File: config.mk
export PLATFORM = sky130hd
export DESIGN_NAME = rev_chunk_deser
export DESIGN_NICKNAME = d
export VERILOG_FILES = /design/src/rtl/rev_chunk_deser_pkg.sv /design/src/rtl/rev_chunk_deser_par_chk.sv /design/src/rtl/rev_chunk_deser.sv
export SDC_FILE = /design/constraint.sdc
export NUM_CORES = 1
export LEC_CHECK = 0
export CELL_PAD_IN_SITES_DETAIL_PLACEMENT = 0
export CELL_PAD_IN_SITES_GLOBAL_PLACEMENT = 1
export CORE_MARGIN = 2
export CORE_UTILIZATION = 30
export DETAILED_ROUTE_END_ITERATION = 10
export HOLD_SLACK_MARGIN = 0.08
export PLACE_DENSITY_LB_ADDON = 0.1
export SETUP_SLACK_MARGIN = 0.15
export SLEW_MARGIN = 20
export SYNTH_ARGS = -nofsm -noshare
export SYNTH_HDL_FRONTEND = slang
export SYNTH_SLANG_ARGS = --single-unit
File: constraint.sdc
create_clock -name clk -period 1.6 [get_ports clk]
set_input_delay 0.4 -clock clk [delete_from_list [all_inputs] [get_ports clk]]
set_output_delay 0.4 -clock clk [all_outputs]
set_load 0.03 [all_outputs]
File: src/rtl/rev_chunk_deser_pkg.sv
// rev_chunk_deser_pkg
//   Shared types and constants for the chunked bit-reversal deserializer.
//   - state_t : FILL (collecting slices) / HOLD (presenting a word)
//   - cnt_w() : width of the slice counter for N slices per word
//   - DEF_WIDTH / DEF_CHUNK : default word and slice widths
package rev_chunk_deser_pkg;

  localparam int DEF_WIDTH = 100;
  localparam int DEF_CHUNK = 10;

  typedef enum logic {
    FILL = 1'b0,
    HOLD = 1'b1
  } state_t;

  // A single-slice word still needs a one-bit counter.
  function automatic int cnt_w(input int n);
    return (n > 1) ? $clog2(n) : 1;
  endfunction

endpackage

File: src/rtl/rev_chunk_deser_par_chk.sv
// rev_chunk_par_chk
//   Even-parity check of one input slice; only present when
//   REV_CHUNK_DESER_PARITY_EN is defined.
//   Ports:
//     data  in  CHUNK  slice payload
//     par   in  1      even parity bit sent with the slice
//     bad   out 1      1 when data and par together have odd parity
`ifdef REV_CHUNK_DESER_PARITY_EN
module rev_chunk_par_chk
  import rev_chunk_deser_pkg::*;
#(
  parameter int CHUNK = DEF_CHUNK
) (
  input  logic [CHUNK-1:0] data,
  input  logic             par,
  output logic             bad
);

  assign bad = (^data) ^ par;

endmodule
`endif

File: src/rtl/rev_chunk_deser.sv
// rev_chunk_deser
//   Receives a bit-reversed WIDTH-bit vector as WIDTH/CHUNK slices
//   (LSB slice first) and presents the restored, un-reversed word.
//   Optional feature macro: REV_CHUNK_DESER_PARITY_EN (slice parity check).
//   Ports:
//     clk, resetn           clock, synchronous active-low reset
//     in_valid/in_ready     slice handshake, in_data = one CHUNK slice
//     out_valid/out_ready   word handshake, out_data = restored word
//     in_par                (parity build) even parity of in_data
//     out_err               (parity build) word contained a bad slice
//     err_sticky            (parity build) any bad slice since reset
module rev_chunk_deser
  import rev_chunk_deser_pkg::*;
#(
  parameter int WIDTH = DEF_WIDTH,
  parameter int CHUNK = DEF_CHUNK
) (
  input  logic             clk,
  input  logic             resetn,
  input  logic             in_valid,
  output logic             in_ready,
  input  logic [CHUNK-1:0] in_data,
`ifdef REV_CHUNK_DESER_PARITY_EN
  input  logic             in_par,
  output logic             out_err,
  output logic             err_sticky,
`endif
  output logic             out_valid,
  input  logic             out_ready,
  output logic [WIDTH-1:0] out_data
);

  localparam int N     = WIDTH / CHUNK;
  localparam int CNT_W = cnt_w(N);
  localparam logic [CNT_W-1:0] LAST = CNT_W'(N - 1);

  state_t           state_q, state_d;
  logic [CNT_W-1:0] k_q;
  logic [WIDTH-1:0] word_p0;
  logic [CHUNK-1:0] slice_rev;
  logic             in_hs;

  // Handshake outputs are decoded from state alone.
  always_comb begin
    state_d   = state_q;
    in_ready  = 1'b0;
    out_valid = 1'b0;
    case (state_q)
      FILL: begin
        in_ready = 1'b1;
        if (in_valid && (k_q == LAST)) state_d = HOLD;
      end
      HOLD: begin
        out_valid = 1'b1;
        if (out_ready) state_d = FILL;
      end
      default: state_d = FILL;
    endcase
  end

  assign in_hs = in_valid & in_ready;

  // in_data[j] lands at word bit WIDTH-1-k*CHUNK-j, i.e. the slice is
  // bit-reversed and stored in slot N-1-k.
  always_comb begin
    slice_rev = '0;
    for (int j = 0; j < CHUNK; j++) slice_rev[j] = in_data[CHUNK-1-j];
  end

  always_ff @(posedge clk) begin
    if (!resetn) begin
      state_q <= FILL;
      k_q     <= '0;
    end else begin
      state_q <= state_d;
      if (in_hs) k_q <= (k_q == LAST) ? '0 : k_q + CNT_W'(1);
    end
  end

  // Stage p0: reassembly buffer. Slots are only rewritten by their own
  // slice, so no clearing between words.
  always_ff @(posedge clk) begin
    if (!resetn) begin
      word_p0 <= '0;
    end else if (in_hs) begin
      for (int s = 0; s < N; s++)
        if (k_q == CNT_W'(s)) word_p0[(N-1-s)*CHUNK +: CHUNK] <= slice_rev;
    end
  end

  assign out_data = word_p0;

`ifdef REV_CHUNK_DESER_PARITY_EN
  logic slice_bad;
  logic err_q;
  logic sticky_q;

  rev_chunk_par_chk #(
    .CHUNK(CHUNK)
  ) u_par_chk (
    .data(in_data),
    .par (in_par),
    .bad (slice_bad)
  );

  // The first slice of a word restarts the per-word flag.
  always_ff @(posedge clk) begin
    if (!resetn) begin
      err_q    <= 1'b0;
      sticky_q <= 1'b0;
    end else begin
      if (in_hs) begin
        err_q <= (k_q == '0) ? slice_bad : (err_q | slice_bad);
        if (slice_bad) sticky_q <= 1'b1;
      end else if (out_valid && out_ready) begin
        err_q <= 1'b0;
      end
    end
  end

  assign out_err    = err_q;
  assign err_sticky = sticky_q;
`endif

endmodule

## Word-level counts from Yosys, hierarchy flattened

Index checks and enable logic that the tools add are counted.

| cells by class | value |
|---|---|
| add/sub/neg operators | 1 |
| equality and inequality tests | 9 |
| multiplexer cells | 6 |
| bitwise operators | 2 |
| reduce and logical (&&, ||, !) cells | 12 |

Operators with widths:

| cell | number |
|---|---|
| 2-bit AND reduction | 10 |
| 4-bit by 3-bit equality test with 1-bit output (second input constant) | 4 |
| 4-bit by 2-bit equality test with 1-bit output (second input constant) | 2 |
| 4-bit equality test (second input constant) | 2 |
| 4-bit by 1-bit adder with 4-bit output (second input constant) | 1 |
| 4-bit by 1-bit equality test with 1-bit output (second input constant) | 1 |
| 4-bit zero test | 1 |
| 1-bit two-way mux | 4 |
| 4-bit two-way mux | 1 |
| 1-bit one-hot mux with 2 select lines | 1 |
| 1-bit bitwise AND | 1 |
| 1-bit logical AND | 1 |
| 1-bit inverter | 1 |

| word-level totals | value |
|---|---|
| register bits after elaboration | 105 |
| input port bits | 14 |
| output and inout port bits | 102 |
| word-level logic and storage cells | 42 |

## Depth between registers and ports, before layout

Gate-level depths: netlist of the first run.

| logic depth | value |
|---|---|
| depth in word-level cells | 4 |
| mapped depth | 6 |
| mapped depth without buffers | 3 |

## Worst setup path before layout of the first run

No wires, ideal clock.

| timing path | value |
|---|---|
| path kind | reg2reg |
| start point | register state_q |
| end point | register word_p0[21], in the netlist out_data[21] |
| setup time | 73 ps |
| arrival | 1,414 ps |
| required time | 1,527 ps |
| path slack | 112 ps |
| cell stages (with the launch flop) | 5 |
| path buffers | 1 |
| period minus slack after synthesis | 1,488 ps |
| cells stage by stage | dfxtp_1 -> nand3b_1 -> nor3_1 -> buf_2 -> mux2i_1 |

| on the way | value |
|---|---|
| cells in the longest elaborated chain, start to end | 3 |

Ends and longest elaborated chain:

| what | RTL line | source |
|---|---|---|
| start, declared | rev_chunk_deser.sv:37 | `state_t state_q, state_d;` |
| start signal, assigned | rev_chunk_deser.sv:75 | `state_q <= state_d;` |
| 1-bit two-way mux | rev_chunk_deser.sv:48 | `case (state_q)` |
| 1-bit bitwise AND | rev_chunk_deser.sv:61 | `assign in_hs = in_valid & in_ready;` |
| 2-bit AND reduction (no source line) | - |  |
| end signal, assigned by index | rev_chunk_deser.sv:87 | `if (k_q == CNT_W'(s)) word_p0[(N-1-s)*CHUNK +: CHUNK] <= slice_rev;` |
| end, declared | rev_chunk_deser.sv:39 | `logic [WIDTH-1:0] word_p0;` |

No other way between the ends.
A chain may end at the register's enable or synchronous reset.

## Final worst setup path of the first run

| timing path | value |
|---|---|
| start point | register word_p0[63], in the netlist out_data[63] |
| end point | output out_data[63] |

RTL lines:

| what | RTL line | source |
|---|---|---|
| end, declared | rev_chunk_deser.sv:30 | `output logic [WIDTH-1:0] out_data` |

No word-level cell between the ends.

==> results of run 1 <==
==> cell usage after synthesis, types with 2 or more instances <==
library cell	instances
mux2i_1	100
buf_2	8
nand3b_1	2
o21a_1	2
and2_1	2
nand2_1	111
nor2b_1	4
clkbuf_1	16
nand2_2	4
dfxtp_1	105
xor2_1	2
nand3_1	2
nor2_1	2
==> routing by layer <==
metal | track usage (%) | vias to the layer above | wire, µm
li1 | - | 1512 | -
met1 | 24.1 | 1448 | 5570
met2 | 25.1 | 86 | 4840
met3 | 5.30 | 7 | 732
met4 | 4.24 | 0 | 92
met5 | 0 | - | 0
==> where the power goes <==
group	total, mW	internal [mW]	switching, mW
Combinational	0.514	0.209	0.305
Clock	2.27	1.29	0.975
Sequential	2.70	2.66	0.0385
==> cell type report <==
class                   count  area (µm²)  area share, %
repair buffers            156        1530           26.2
well taps                 172         215           3.69
flip-flops and latches    105        2110           36.2
clock inverters             5        53.8          0.923
clock buffers              11         253           4.33
inverters                   1        3.75         0.0644
multi-input cells         240        1670           28.6
==> repair_timing <==
action	4_1_cts	5_1_grt
gates cloned	0	1
endpoints found under the setup margin	182	78
setup buffers	0	2
hold endpoints to repair	0	0
pin swaps	1	1
gates resized for setup	316	39
==> stage by stage <==
step | setup WS (ns) | TNS (ns) | hold slack (ns) | utilization (%)
6_report | 0.180 | 0 | 0.457 | 46.4
5_1_grt | 0.131 | 0 | 0.475 | 46.4
4_1_cts | 0.0971 | 0 | 0.463 | 46.9
3_5_place_dp | -0.337 | -25.19 | 0.449 | 43.3
3_3_place_gp | -0.334 | -25.01 | 0.444 | 43.3
2_1_floorplan | 0.156 | 0 | 0.582 | -
==> logic make-up (layout without fill, tap and decap cells) <==
| group | count (synthesis) | in the layout | synth area share, % |
|---|---|---|---|
| muxes | 100 | 100 | 26.0 |
| DFF | 105 | 105 | 54.6 |
| AOI/OAI and AO/OA | 3 | 3 | 0.618 |
| buffers and inverters | 26 | 173 | 2.99 |
| xor gates and xnor gates | 3 | 3 | 0.683 |
| and+or+nand+nor | 134 | 134 | 15.1 |
==> registers in the layout, indices dropped and copies added (netlist names) <==
signal	flops
k_q	4
out_data	100
state_q	1
==> final timing paths <==
path | from | end | slack, ns
worst max-delay path | out_data[63] | out_data[63] | 0.18
worst min-delay path | out_data[4] | out_data[4] | 0.46
worst max register to register | k_q[0] | out_data[85] | 0.23
worst min register to register | out_data[4] | out_data[4] | 0.46
==> qor.yml, run 1 <==
outcome: "completed"
instances_no_fill: 690
drt-initial-drc-count: 95
area.growth.synth_to_final_pct: 51.6
core_area_um2: 12600
total_leakage_power_nw: 2.66
fp.dieH_um: 117
synth_edf_count: 0
ctsHoldBuffers: 0
drt-pass1-iter-count: 4
vias_per_cell: 4.42
cts_sinks: 105
finalHoldViolCount: 0
place_inst: 671
drive_gt1_share_pct: 33.4
ir_worst_vdd_mv: 0.469
path_max_fanout: 2
syn-instance-count: 371
endpoint_kind: "output port"
yosysWarnings: 0
crit_buf_inv: 1
synth_area_um2: 3850
synth_area_leader_cell: "dfxtp_1"
fin_nets: 527
die_area_um2: 13700
final_antenna_net_count: 0
critPathKind: "register to output port"
path_clk_slew_ns: 0.07
antenna_found_initial: 0
io_pins: 116
grt_pass1_wl_um: 17200
cts-buffers-inserted: 9
fmax_mhz: 704
worst_pin_slew_ns: 0.339
portBuffers: 115
skew_ns: 0.00679
power-per-cell-area_nw_per_um2: 940
syn_area_per_cell_um2: 10.4
tritoncts: "built"
worstSetupStartpointType: "register"
place.detailed.hpwl_um: 7840
gr-usage-all-layers_pct: 17.0
rows: 41
crit_chain: "clkdlybuf4s15_2"
ys_ff_latch: 105
cp_top_family: "flip-flops"
arrival_ns: 1.02
die_w_um: 117
synth_fp_nets: 385
num_vias: 3053
clock_path_buffers: 2
antenna_cells: 0
grt-ovfl-total: 0
finalMaxSlewViolations: 0
max_slew_margin_pct: 77.3
ff2ff_path_depth: 4
setup_viol: 0
period_share_pct: 88.7
holdCritPathClass: "register to register"
drc: 0
max_cap_viol_count: 0
worstPathRequired_ns: 1.20
final_area_um2: 5830
fillerInstances: 1230
synth_ff_type: "dfxtp_1"
root_buffer: "clkbuf_16"
initial_utilization_pct: 30.6
critPathSlowestCell: "dfxtp_1"
synthArstFlopShare_pct: 0
place_area_um2: 5440
grt_max_degree: 27
routed_wirelength_um: 11200
final_cell_mix: "nand2_1 (111), dfxtp_1 (102), mux2i_1 (100)"
grt_pass1_vias: 3077
rsz0062_at_grt: "yes"
wire_per_inst_um: 16.3
final_common_cell: "nand2_1"
yosys-top-cells-area: "dfxtp_1 (55%), mux2i_1 (26%), nand2_1 (11%)"
max_stage_delay_ns: 0.36
htreeDepth: 3
min_period_ns: 1.42
p_total_mw: 5.48
synth.distinct_cells: 24
seq_area_frac_synth_pct: 54.6
min_path_cells: 2
synth_top_area_share_pct: 54.6
gp_congestion: 0.784
path_depth: 1
clk_latency_ns: 0.34
Note: power is estimated with default switching activity, not from simulation.
==> inputs of run 2 (changes only) <==
--- a/config.mk
+++ b/config.mk
@@ -7,9 +7,12 @@
 export LEC_CHECK = 0
 export CELL_PAD_IN_SITES_DETAIL_PLACEMENT = 0
 export CELL_PAD_IN_SITES_GLOBAL_PLACEMENT = 1
+export CORE_ASPECT_RATIO = 1.2
 export CORE_MARGIN = 2
 export CORE_UTILIZATION = 30
+export CTS_CLUSTER_SIZE = 10
 export DETAILED_ROUTE_END_ITERATION = 10
+export GPL_TIMING_DRIVEN = 0
 export HOLD_SLACK_MARGIN = 0.08
 export PLACE_DENSITY_LB_ADDON = 0.1
 export SETUP_SLACK_MARGIN = 0.15
==> qor.yml, run 2 (synthesis results as in run 1) <==
outcome: "completed"
area.growth.synth_to_final_pct: 48.9
worstPathRequired_ns: 1.20
grt_pass1_vias: 3045
finish.utilization_pct: 45.4
final_common_cell: "dfxtp_1"
min_period_ns: 1.42
swShare_pct: 24.0
num_vias: 2989
drive_gt1_share_pct: 31.5
holdCritPathClass: "register to register"
cp_top_family: "flip-flops"
antenna_found_initial: 0
max_cap_viol_count: 0
skew_ns: 0.00667
crit_buf_inv: 1
finalMaxSlewViolations: 0
power_frac_clock_pct: 40.3
whs_ns: 0.458
setup_ws_ns: 0.179
ff2ff_path_depth: 6
initial_utilization_pct: 30.5
worst_pin_slew_ns: 0.467
rows: 45
path_max_fanout: 2
die_w_um: 107
ctsHoldBuffers: 0
total_leakage_power_nw: 2.55
path_clk_slew_ns: 0.07
gr-usage-all-layers_pct: 16.7
fp.dieH_um: 128
period_share_pct: 88.8
tns_ns: 0
p_total_mw: 5.31
clk_latency_ns: 0.35
internal-power_mw: 4.03
worstSetupStartpointType: "register"
portBuffers: 114
grt-ovfl-total: 0
combPwrFrac_pct: 9.1
fin_nets: 515
arrival_ns: 1.02
wire_per_inst_um: 16.7
r2r-start: "k_q[2]"
place_inst: 649
place_area_um2: 5210
antenna_cells: 0
grt_max_degree: 16
critPathKind: "register to output port"
min_path_cells: 2
die_area_um2: 13800
grt_pass1_wl_um: 17000
core_area_um2: 12600
max_slew_margin_pct: 68.8
vias_per_cell: 4.47
fillerInstances: 1277
ir_worst_vdd_mv: 0.509
power-per-cell-area_nw_per_um2: 927
largest_reg_flops: 100
htreeDepth: 3
critPathSlowestCell: "dfxtp_1"
place.detailed.hpwl_um: 7450
seqPwrFrac_pct: 50.6
final_antenna_net_count: 0
dp_worst_setup_slack_ns: -0.590
setup_viol: 0
io_pins: 116
max_stage_delay_ns: 0.37
drc: 0
endpoint_kind: "output port"
finalHoldViolCount: 0
power.net_switching_mw: 1.28
final_cell_mix: "dfxtp_1 (103), nand2_1 (101), mux2i_1 (100)"
rsz0062_at_grt: "yes"
root_buffer: "clkbuf_16"
worstHoldEndpoint: "out_data[78]"
fmax_mhz: 704
drt-initial-drc-count: 59
cts-buffers-inserted: 9
crit_chain: "clkdlybuf4s15_2"
reg2reg_slack_ns: 0.18
tritoncts: "built"
gp_congestion: 0.745
r2r_end: "out_data[7]"
final_area_um2: 5730
clock_path_buffers: 2
min_from: "out_data[78]"
routed_wirelength_um: 11200
instances_no_fill: 669
drt-pass1-iter-count: 4
cts_sinks: 105
run 2: worst max path at each step:
stage	startpoint	endpoint	slack [ns]	depth (start not counted)
after floorplan	state_q	out_data[1]	0.16	5
after CTS	state_q	in_ready	0.10	2
after global placement	in_valid	out_data[5]	-0.52	6
after detailed placement	resetn	out_data[25]	-0.59	4
after global routing	k_q[2]	out_data[4]	0.1	6
final	out_data[59]	out_data[59]	0.18	1
run 2: what timing repair did:
item	CTS	global route
resized for setup	332	25
pin swaps	0	1
buffers inserted	1	3
setup endpoints to repair	207	88
cloned	0	1
run 2: power groups by stage:
stage / clock, mW / combinational (mW) / sequential [mW]
finish: 2.14 / 0.484 / 2.69
global placement: 0 / 0.478 / 2.75
global route: 2.33 / 0.519 / 2.69
floorplan: 0 / 0.192 / 2.83
detailed placement: 0 / 0.483 / 2.75
CTS: 2.21 / 0.487 / 2.69
run 2: worst register-to-register path: cells and delay by family, from the launching register on:
kind / cells / cell delay, ns
AND/OR/NAND/NOR: 2 / 0.46
flip-flops: 1 / 0.32
buffers and inverters: 3 / 0.41
multiplexers: 1 / 0.17
run 2: final cells by class:
cell class / count / area, µm² / share of cell area (%)
Clock inverter: 4 / 45.0 / 0.786
Timing Repair Buffer: 119 / 1280 / 22.4
Inverter: 1 / 3.75 / 0.0655
Multi-Input combinational cell: 240 / 1680 / 29.4
Sequential cell: 105 / 2110 / 36.8
Clock buffer: 11 / 233 / 4.06
Buffer: 25 / 166 / 2.90
Tap cell: 164 / 205 / 3.58
run 2: metal layers:
| metal | up-vias | global-route usage [%] | share of wire, % |
|---|---|---|---|
| met4 | 0 | 7.01 | 1.8 |
| li1 | 1492 | - | - |
| met1 | 1407 | 20.2 | 44 |
| met5 | - | 0 | 0 |
| met3 | 15 | 3.81 | 5.4 |
| met2 | 75 | 28.3 | 49 |
